## config.mk

```make
export PLATFORM = sky130hd
export DESIGN_NAME = apb_slave_regfile
export DESIGN_NICKNAME = d
export VERILOG_FILES = /design/src/rtl/apb_slave_regfile.sv
export SDC_FILE = /design/constraint.sdc
export NUM_CORES = 1
export LEC_CHECK = 0
export BUFFER_PORTS_ARGS = -buffer_cell sky130_fd_sc_hd__buf_2
export CORE_MARGIN = 2
export CORE_UTILIZATION = 50
export CTS_CLUSTER_SIZE = 30
export DETAILED_ROUTE_END_ITERATION = 16
export GPL_ROUTABILITY_DRIVEN = 0
export PLACE_DENSITY = 0.73
export SYNTH_ARGS = -nofsm -noshare
export SYNTH_HDL_FRONTEND = slang
export SYNTH_SLANG_ARGS = --single-unit
```

## constraint.sdc

```tcl
create_clock -name PCLK -period 2 [get_ports PCLK]
set_input_delay 0.1 -clock PCLK [delete_from_list [all_inputs] [get_ports PCLK]]
set_output_delay 0.1 -clock PCLK [all_outputs]
set_load 0.005 [all_outputs]
```

## src/rtl/apb_slave_regfile.sv

```systemverilog
// apb_slave_regfile
// APB4 completer holding a word-addressed register file of DEPTH 32-bit
// words. Writes honour per-byte strobes. Every transfer can be stretched by
// WAIT_CYCLES wait states. Indices at or above DEPTH complete with PSLVERR.
//
// Ports:
//   PCLK     clock; all state changes on its rising edge
//   PRESETn  asynchronous active-low reset
//   PSEL     completer select
//   PENABLE  access-phase indicator
//   PWRITE   1 = write, 0 = read
//   PADDR    word index (not a byte address)
//   PWDATA   write data
//   PSTRB    byte-lane write enables; PSTRB[i] gates PWDATA[8i+7:8i]
//   PRDATA   read data, registered, valid while PREADY=1 on a read
//   PREADY   registered; high for exactly one cycle per completed transfer
//   PSLVERR  registered error response, valid only while PREADY=1

module apb_slave_regfile #(
   parameter int ADDR_WIDTH  = 5,
   parameter int DEPTH       = 24,
   parameter int WAIT_CYCLES = 0
) (
   input  logic                  PCLK,
   input  logic                  PRESETn,
   input  logic                  PSEL,
   input  logic                  PENABLE,
   input  logic                  PWRITE,
   input  logic [ADDR_WIDTH-1:0] PADDR,
   input  logic [31:0]           PWDATA,
   input  logic [3:0]            PSTRB,
   output logic [31:0]           PRDATA,
   output logic                  PREADY,
   output logic                  PSLVERR
);

   localparam logic [1:0] ST_IDLE   = 2'd0;
   localparam logic [1:0] ST_WAIT   = 2'd1;
   localparam logic [1:0] ST_ACCESS = 2'd2;

   logic [1:0]  state;
   logic [3:0]  wait_cnt;
   logic [31:0] mem [DEPTH];

   logic        addr_valid;
   logic        setup_phase;
   logic [31:0] rsp_data;
   logic        rsp_err;

   // The index is widened by one bit so DEPTH == 2**ADDR_WIDTH still compares
   // correctly.
   assign addr_valid  = ({1'b0, PADDR} < (ADDR_WIDTH+1)'(DEPTH));
   assign setup_phase = PSEL && !PENABLE;

   // The response is formed from the current array contents at the edge that
   // raises PREADY. A write that closed on an earlier edge is therefore
   // already visible.
   always_comb begin
      rsp_err  = !addr_valid;
      rsp_data = '0;
      if (!PWRITE && addr_valid) begin
         rsp_data = mem[PADDR];
      end
   end

   // Transfer sequencing. IDLE waits for a setup phase. WAIT counts down the
   // access cycles until the last wait state. ACCESS holds PREADY high for
   // one cycle. A setup phase seen in WAIT (PENABLE dropped while still
   // selected) restarts the wait count. Losing PSEL in WAIT abandons the
   // transfer.
   always_ff @(posedge PCLK or negedge PRESETn) begin
      if (!PRESETn) begin
         state    <= ST_IDLE;
         wait_cnt <= '0;
         PRDATA   <= '0;
         PREADY   <= 1'b0;
         PSLVERR  <= 1'b0;
      end else begin
         case (state)
            ST_IDLE: begin
               if (setup_phase) begin
                  if (WAIT_CYCLES == 0) begin
                     PREADY  <= 1'b1;
                     PSLVERR <= rsp_err;
                     PRDATA  <= rsp_data;
                     state   <= ST_ACCESS;
                  end else begin
                     wait_cnt <= 4'(WAIT_CYCLES);
                     state    <= ST_WAIT;
                  end
               end
            end
            ST_WAIT: begin
               if (!PSEL) begin
                  wait_cnt <= '0;
                  state    <= ST_IDLE;
               end else if (!PENABLE) begin
                  wait_cnt <= 4'(WAIT_CYCLES);
               end else if (wait_cnt == 4'd1) begin
                  wait_cnt <= '0;
                  PREADY   <= 1'b1;
                  PSLVERR  <= rsp_err;
                  PRDATA   <= rsp_data;
                  state    <= ST_ACCESS;
               end else begin
                  wait_cnt <= wait_cnt - 4'd1;
               end
            end
            ST_ACCESS: begin
               PREADY  <= 1'b0;
               PSLVERR <= 1'b0;
               PRDATA  <= '0;
               state   <= ST_IDLE;
            end
            default: begin
               wait_cnt <= '0;
               PREADY   <= 1'b0;
               PSLVERR  <= 1'b0;
               PRDATA   <= '0;
               state    <= ST_IDLE;
            end
         endcase
      end
   end

   // Storage is committed only at the edge closing the ACCESS cycle. An
   // aborted or reset transfer never reaches that edge, so it never
   // modifies memory. Out-of-range writes are dropped.
   always_ff @(posedge PCLK or negedge PRESETn) begin
      if (!PRESETn) begin
         for (int i = 0; i < DEPTH; i++) begin
            mem[i] <= '0;
         end
      end else if (state == ST_ACCESS && PWRITE && addr_valid) begin
         for (int b = 0; b < 4; b++) begin
            if (PSTRB[b]) begin
               mem[PADDR][8*b +: 8] <= PWDATA[8*b +: 8];
            end
         end
      end
   end

endmodule

```

# After elaboration in Yosys (flattened, before gate mapping)
# Index checks and enable logic that the tools add are counted.
# classes
add_sub_neg	1
n_lt_le_gt_ge	3
n_eq_ne	9
n_mux	47
n_bitwise	1
reduce_logical	12
# ops
cell	count
$mux W768	7
$bwmux W768	4
$demux W32 S5	4
$mux W32	8
$bmux W32 S5	1
$pmux W32 S2	1
$mux W24	1
$mux W16	1
$mux W4	3
$mux W1	8
$mux W2	4
$mux W8	1
$ne A2 B2 Y1 const B	4
$pmux W4 S2	1
$ge A6 B6 Y1 const B	1
$lt A6 B1 Y1 const B	1
$ne A3 B3 Y1 const B	2
$not A5 Y6	1
$logic_and A1 B1 Y1	5
$lt A5 B5 Y1 const B	1
$eq A4 B1 Y1 const B	1
$pmux W1 S2	2
$pmux W2 S2	1
$reduce_and A4 Y1	1
7 further kinds	9
# word_totals
ff_bits	808
word_cells	102

# Longest topological paths before layout
# Gate-level depths: netlist of run 1.
# logic_depth
word_depth	16
mapped_depth	9
depth_no_buf	5

# Worst setup path before layout of run 1
# OpenSTA, ideal clock, no wires.
# synth_timing
kind	input -> register
startpoint	input PADDR[1]
endpoint	register PRDATA[19]
arrival_ns	1.801
path_slack_ns	0.067
cell_stages	8
cell_sequence	buf_2 -> buf_2 -> buf_1 -> mux2i_1 -> o22ai_1 -> or4_1 -> nor3_1 -> o21ai_1
# synth_between
elab_chain_cells	9
# synth_rtl
element	line	text
from (decl)	29	input logic [ADDR_WIDTH-1:0] PADDR,
$not A5 Y6 (implied by the code)	62	rsp_data = mem[PADDR];
$bmux W32 S5	62	
$mux W32 (implied by the code) (2 in a row)	62	
$mux W32 *	61	if (!PWRITE && addr_valid) begin
$mux W32	99	end else if (wait_cnt == 4'd1) begin
$mux W32	97	end else if (!PENABLE) begin
$mux W32	94	if (!PSEL) begin
$pmux W32 S2 *	79	case (state)
to (signal assigned)	85	PRDATA <= rsp_data;
to (signal assigned)	103	PRDATA <= rsp_data;
to (decl)	32	output logic [31:0] PRDATA,
# Mark *: on every way between the ends. The rest lies on a longest branch, timed or not. The select of a mux whose other input is x is not followed.
# A chain may end at the register's enable or synchronous reset.

==> run metrics, run 1 <==
critical path endpoint category flop; Slew HR 62.6%; Fmax 519 MHz; number of sinks driven by the clock tree 802; final core area utilization 60.0%; setup skew after layout 0.0220 ns; ys async rst share 100%; gate count after technology mapping 2606; net count after synthesis 2652; number of buffers inserted by post-CTS setup repair 0; clk slew on worst S/H paths 0.06 ns; Remaining DRCs 0; P per Cell Area 805 nW/µm²; final number of hold-violating endpoints 0; most numerous cell in the Yosys netlist sky130_fd_sc_hd__dfrtp_1; clock insertion delay at the later pin of the skew report 0.62 ns; worst path bufs/invs 3; Worst EP required 2.50 ns; maximum count of clock buffers along a single path 3; setup repair after global routing missed its margin false; wire length of the first global-routing pass 152000 µm; number of placement rows 99; per-cell routed wire length 24.9 µm; largest fanout on the critical path 15; Port Buf Inserts 79; Setup CP Type flop to flop; TritonRoute pass-1 iters 8; number of distinct library cells after synthesis 41; post-route design area 43600 µm²; vias in the first global route 25200; CTS root buffer sky130_fd_sc_hd__clkbuf_16; final count of negative-setup-slack endpoints 0; final critical path time including I/O delays and setup 1.93 ns; register area 20100 µm²; Yosys top cell by area sky130_fd_sc_hd__dfrtp_1; Max stage delay cell, worst path sky130_fd_sc_hd__dfrtp_1; largest net degree at the start of global routing 91; Post-synth EDFFs 0; worst hold slack after final layout 0.0497 ns; Max IR drop VDD 0.000665 V; effective utilization at floorplan 50.3%; vias 23300; Synth Register Bits 802; Ys Warns 0; crit share post-route 96.3%; Top Ports 80; cells taking the most area after synthesis sky130_fd_sc_hd__dfrtp_1, sky130_fd_sc_hd__mux2_2, sky130_fd_sc_hd__mux2i_1; # fillers 5433; max-capacitance violation count 0; placed cell areas 40800 µm²; share of cells above drive strength 1 45.2%; Horiz. Die Dim 275 µm; per-instance average area after synthesis 14.0 µm²; total CTS buffers 84; worst min-delay path class input port to flop; core footprint 72700 µm²; critical path cell sequence nand2_1, a21oi_2, buf_4, nand2_4, buf_12, nor2_2, buf_12, mux2_2; post-synth design cell area 36600 µm²; number of H-tree levels 3; leading post-synthesis cells by instance count sky130_fd_sc_hd__dfrtp_1, sky130_fd_sc_hd__mux2_2, sky130_fd_sc_hd__mux2i_1, sky130_fd_sc_hd__o22ai_1, sky130_fd_sc_hd__clkbuf_1; Fin Setup TNS 0 ns; Die Ht 275 µm; overall power 0.0352 W; area added between synthesis and finish 19.3%; most used flip-flop cell after synthesis sky130_fd_sc_hd__dfrtp_1; number of vias per cell after detailed routing 5.98; dominant cell type by count on the critical path sky130_fd_sc_hd__buf_12; area enclosed by the die boundary 75400 µm²; register area share after synthesis 54.9%; outcome completed; data arrival time of the worst path 2.42 ns; worst slew pin tran 0.561 ns; detailed-route wire length 96900 µm; Pleak 21.5 nW; remaining number of nets flagged by the antenna check after routing 0; Final nets 2915; max-slew violation count 0; DR iter-0 viols 1554; CTS tree built; largest incremental delay on the critical path 0.43 ns; Global Route Usage Sum 26.2%; number of antenna violations at the first check in global routing 4; placed wire-length estimate 66300 µm; area of the multi-input gates 15700 µm²; Crit path max-delay family buffers and inverters; grt total ovfl 0; launching element type of the critical path flop; fraction of post-synthesis cell area in the top cell type by area 54.9%
layer usage:
metal	wire length (µm)	part of all wire, %	global-route usage [%]
met4	2590	2.7	8.31
met1	41300	43	35.2
met3	5180	5.4	3.73
met2	47800	49	44.0
met5	41	0.042	0
placed cells by master, fill, tap and decap left out, drive strengths merged, types with 3 or more instances in the layout:
master / count
and2: 4
or4b: 4
nor2: 82
nand3: 6
clkinv: 20
or4: 33
nand4bb: 4
bufinv: 6
a21oi: 3
nor3: 33
o22ai: 192
dfrtp: 802
buf: 348
mux2: 768
nand2: 68
clkbuf: 115
nand4b: 3
nand4: 3
o21ai: 32
mux2i: 384
clkinvlp: 5
dlygate4sd3: 5
final cells by class:
class / instances / share of cell area [%]
well taps: 959 / 2.75
clock buffers: 115 / 5.65
inverters: 2 / 0.0287
repair buffers: 353 / 8.82
clock inverters: 31 / 0.745
flip-flops and latches: 802 / 46.0
multi-input cells: 1626 / 36.0
diodes: 2 / 0.0115
through the flow:
stage,instances,worst slack (ns)
after floorplan,2606,0.0669
after global placement,3737,-0.125
after detailed placement,3737,-0.156
after CTS,3888,0.0918
after global routing,3888,0.00579
final,3890,0.0732
kinds of logic (layout without fill, tap and decap cells):
| kind of cell | Yosys count | after routing | share of synthesized area, % |
|---|---|---|---|
| buf+inv | 178 | 501 | 2.30 |
| simple gates | 246 | 246 | 4.83 |
| other cells | 0 | 2 | 0 |
| flops | 802 | 802 | 54.9 |
| compound gates | 228 | 228 | 3.79 |
| mux | 1152 | 1152 | 34.2 |
power breakdown:
part           internal, W  switching, W  total (W)
sequential          0.0167      0.000274     0.0170
clock              0.00937       0.00636     0.0157
combinational      0.00102       0.00139    0.00241
total               0.0271       0.00802     0.0352
registers in the layout, indices dropped and copies added (netlist names):
signal   flops
mem        768
PSLVERR      1
PRDATA      32
PREADY       1
worst paths after layout:
| check | from | endpoint | slack [ns] | cells past startpoint |
|---|---|---|---|---|
| setup reg to reg | PREADY | mem[38] | 0.07 | 8 |
| hold / removal | PSEL | PRDATA[8] | 0.05 | 5 |
| max in group asynchronous | PRESETn | mem[356] | 0.44 | 4 |
| min in group asynchronous | PRESETn | mem[34] | 0.52 | 3 |
| hold reg to reg | mem[692] | mem[692] | 0.48 | 1 |
| setup / recovery | PREADY | mem[38] | 0.07 | 8 |
worst register-to-register path, cell delays in order, from the launching register on:
cell,delay [ns]
sky130_fd_sc_hd__dfrtp_1,0.43
sky130_fd_sc_hd__nand2_1,0.09
sky130_fd_sc_hd__a21oi_2,0.17
sky130_fd_sc_hd__buf_4,0.18
sky130_fd_sc_hd__nand2_4,0.08
sky130_fd_sc_hd__buf_12,0.17
sky130_fd_sc_hd__nor2_2,0.19
sky130_fd_sc_hd__buf_12,0.16
sky130_fd_sc_hd__mux2_2,0.35
timing repair:
| action | CTS | global route |
|---|---|---|
| gates resized for setup | 1 | 0 |
| setup endpoints to repair | 1 | 0 |
| hold buffers | 5 | 0 |
| endpoints found under the hold margin | 538 | 0 |
Power figures use the tool's default switching activity.
==> inputs of run 2 (changes only) <==
==> constraint.sdc (replaced) <==
create_clock -name PCLK -period 2.2 [get_ports PCLK]
set_input_delay 0.11 -clock PCLK [delete_from_list [all_inputs] [get_ports PCLK]]
set_output_delay 0.11 -clock PCLK [all_outputs]
set_load 0.005 [all_outputs]
==> run metrics, run 2 (same netlist as run 1, synthesis figures left out) <==
number of antenna violations at the first check in global routing 8 (+4); grt total ovfl 0 (unchanged); worst slack, placed -0.281 ns (-0.125 ns); Final nets 2812 (-3.5%); worst path bufs/invs 2 (-1); number of placement rows 99 (unchanged); Crit path max-delay family simple AND/OR/NAND/NOR gates; critical path cell sequence nand2_1, a21oi_1, buf_4, nand2_4, buf_12, nor2_4, mux2_2; worst reg-to-reg setup slack 0.07 ns (about the same); setup repair after global routing missed its margin false; largest net degree at the start of global routing 102 (+12%); area of the multi-input gates 15700 µm² (about the same); commonest non-fill, non-tap cell in the layout sky130_fd_sc_hd__dfrtp_1; critical path endpoint mem[578]; uppermost layer routed met5; max-capacitance violation count 0 (unchanged); length of routed met3 wiring 5090 µm (-1.8%); flip-flop count of the largest register after layout 768 (unchanged); Horiz. Die Dim 275 µm (unchanged); vias 22800 (-1.9%); vias in the first global route 24600 (-2.6%); Max IR drop VDD 0.000576 V (-13%); DR iter-0 viols 1489 (-4.2%); setup skew after layout 0.0252 ns (+0.00326 ns); placed wire-length estimate 64100 µm (-3.2%); Slew HR 58.3% (-4.4 points); max-slew violation count 0 (unchanged); number of H-tree levels 3 (unchanged); outcome completed; number of vias per cell after detailed routing 6.04 (+0.99%); final count of negative-setup-slack endpoints 0 (unchanged); n_diodes 0 (-2); Reg with most FFs mem; register area 20100 µm² (unchanged); post-cts resize count 0 (-1); effective utilization at floorplan 50.3% (unchanged); area enclosed by the die boundary 75400 µm² (unchanged); clock insertion delay at the later pin of the skew report 0.63 ns (about the same); total CTS buffers 85 (+1.2%); detailed-route wire length 95400 µm (-1.5%); share of cells above drive strength 1 42.9% (-2.4 points); worst min-delay path class input port to asynchronous set/reset pin; number of sinks driven by the clock tree 802 (unchanged); critical path endpoint category flop; # fillers 5522 (+1.6%); core footprint 72700 µm² (unchanged); overall power 0.0319 W (-9.2%); data arrival time of the worst path 2.62 ns (+0.20 ns); Die Ht 275 µm (unchanged); area added between synthesis and finish 15.8%; top library cells by usage in the layout, fill and taps aside sky130_fd_sc_hd__dfrtp_1, sky130_fd_sc_hd__mux2_2, sky130_fd_sc_hd__mux2i_1, sky130_fd_sc_hd__o22ai_1, sky130_fd_sc_hd__buf_4; Met2 Wirelength 46100 µm (-3.5%); registers with the most flip-flops mem x768, PRDATA x32; final number of hold-violating endpoints 0 (unchanged); launching element type of the critical path flop; worst slew pin tran 0.625 ns (+0.0639 ns); worst hold slack after final layout 0.0592 ns (+0.00951 ns); Remaining DRCs 0 (unchanged); maximum count of clock buffers along a single path 3 (unchanged); reg2reg path depth 7 (-1); crit share post-route 96.7% (+0.40 points); CP Launch Point PREADY; final critical path time including I/O delays and setup 2.13 ns (+0.201 ns); Top Ports 80 (unchanged); TritonRoute pass-1 iters 5 (-3); wire length of the first global-routing pass 150000 µm (-1.2%); total routed wire length on the met1 layer 41400 µm (+0.32%); P per Cell Area 753 nW/µm² (-6.5%); clk slew on worst S/H paths 0.06 ns (about the same); Setup CP Type flop to flop; Fmax 470 MHz (-9.5%); Global Route Usage Sum 26.0% (-0.24 points); Worst EP required 2.69 ns (+0.19 ns); Max stage delay cell, worst path sky130_fd_sc_hd__dfrtp_1; number of buffers inserted by post-CTS setup repair 0 (unchanged); setup ws final 0.0718 ns (-0.00142 ns); largest incremental delay on the critical path 0.46 ns (+0.03 ns); per-cell routed wire length 25.2 µm (+1.4%); number of buffers inserted by hold repair at cts 3 (-2); largest fanout on the critical path 17 (+2); Fin Setup TNS 0 ns (unchanged); CTS root buffer sky130_fd_sc_hd__clkbuf_16; CTS tree built; Pleak 20.9 nW (-3.0%); final core area utilization 58.3% (-1.7 points); remaining number of nets flagged by the antenna check after routing 0 (unchanged); reg-to-reg critical path endpoint mem[578]; Port Buf Inserts 79 (unchanged); launch point of the worst reg-to-reg path PREADY; number of cells on the critical path 7 (-1)
run 2: cell types whose count changed in the layout (fill, tap and decap cells not counted), moves of 3 or more:
cell,before,now
sky130_fd_sc_hd__buf_12,109,71
sky130_fd_sc_hd__buf_4,160,96
sky130_fd_sc_hd__clkbuf_1,12,21
sky130_fd_sc_hd__clkbuf_8,14,17
sky130_fd_sc_hd__clkinv_2,18,6
sky130_fd_sc_hd__clkinvlp_4,5,2
run 2: report_power, final:
group / switching, W / internal [W] / leakage (nW)
Combinational: 0.00125 / 0.000844 / 8.37
Clock: 0.00563 / 0.00873 / 1.37
Sequential: 0.000249 / 0.0152 / 11.1
run 2: worst reg2reg max path: cells and delay by family (launching register included):
family / cells / cell delay, ns
AO/OA/AOI/OAI: 1 / 0.25
buffers and inverters: 2 / 0.39
flip-flops: 1 / 0.46
multiplexers: 1 / 0.39
AND/OR/NAND/NOR: 3 / 0.50
run 2: per-stage QoR:
| stage | cells | instance area (µm²) |
|---|---|---|
| finish | 3780 | 42400 |
| global route | 3780 | 42400 |
| CTS | 3780 | 42400 |
| detailed placement | 3635 | 39600 |
| global placement | 3635 | 39600 |
| floorplan | 2606 | 36600 |
run 2: final cells by class:
| class | count | share of cell area (%) |
|---|---|---|
| flip-flops and latches | 802 | 47.4 |
| multi-input cells | 1626 | 37.1 |
| repair buffers | 249 | 6.11 |
| clock buffers | 127 | 5.99 |
| well taps | 959 | 2.83 |
| clock inverters | 15 | 0.602 |
| inverters | 2 | 0.0295 |
run 2: worst min path at each step:
stage / start / end / slack [ns]
floorplan: PRESETn / PRDATA[0] / -0.19
global placement: PRESETn / mem[100] / 0.11
detailed placement: PRESETn / mem[676] / 0.11
CTS: PSTRB[1] / mem[718] / 0.04
global route: PSTRB[1] / mem[718] / 0.06
finish: PRESETn / mem[100] / 0.06
run 2: metal layers:
layer  track usage (%)  vias up
li1                  -     9891
met1              35.4    12100
met5                 0        -
met4              8.68       12
met3              3.99      173
met2              42.6      610
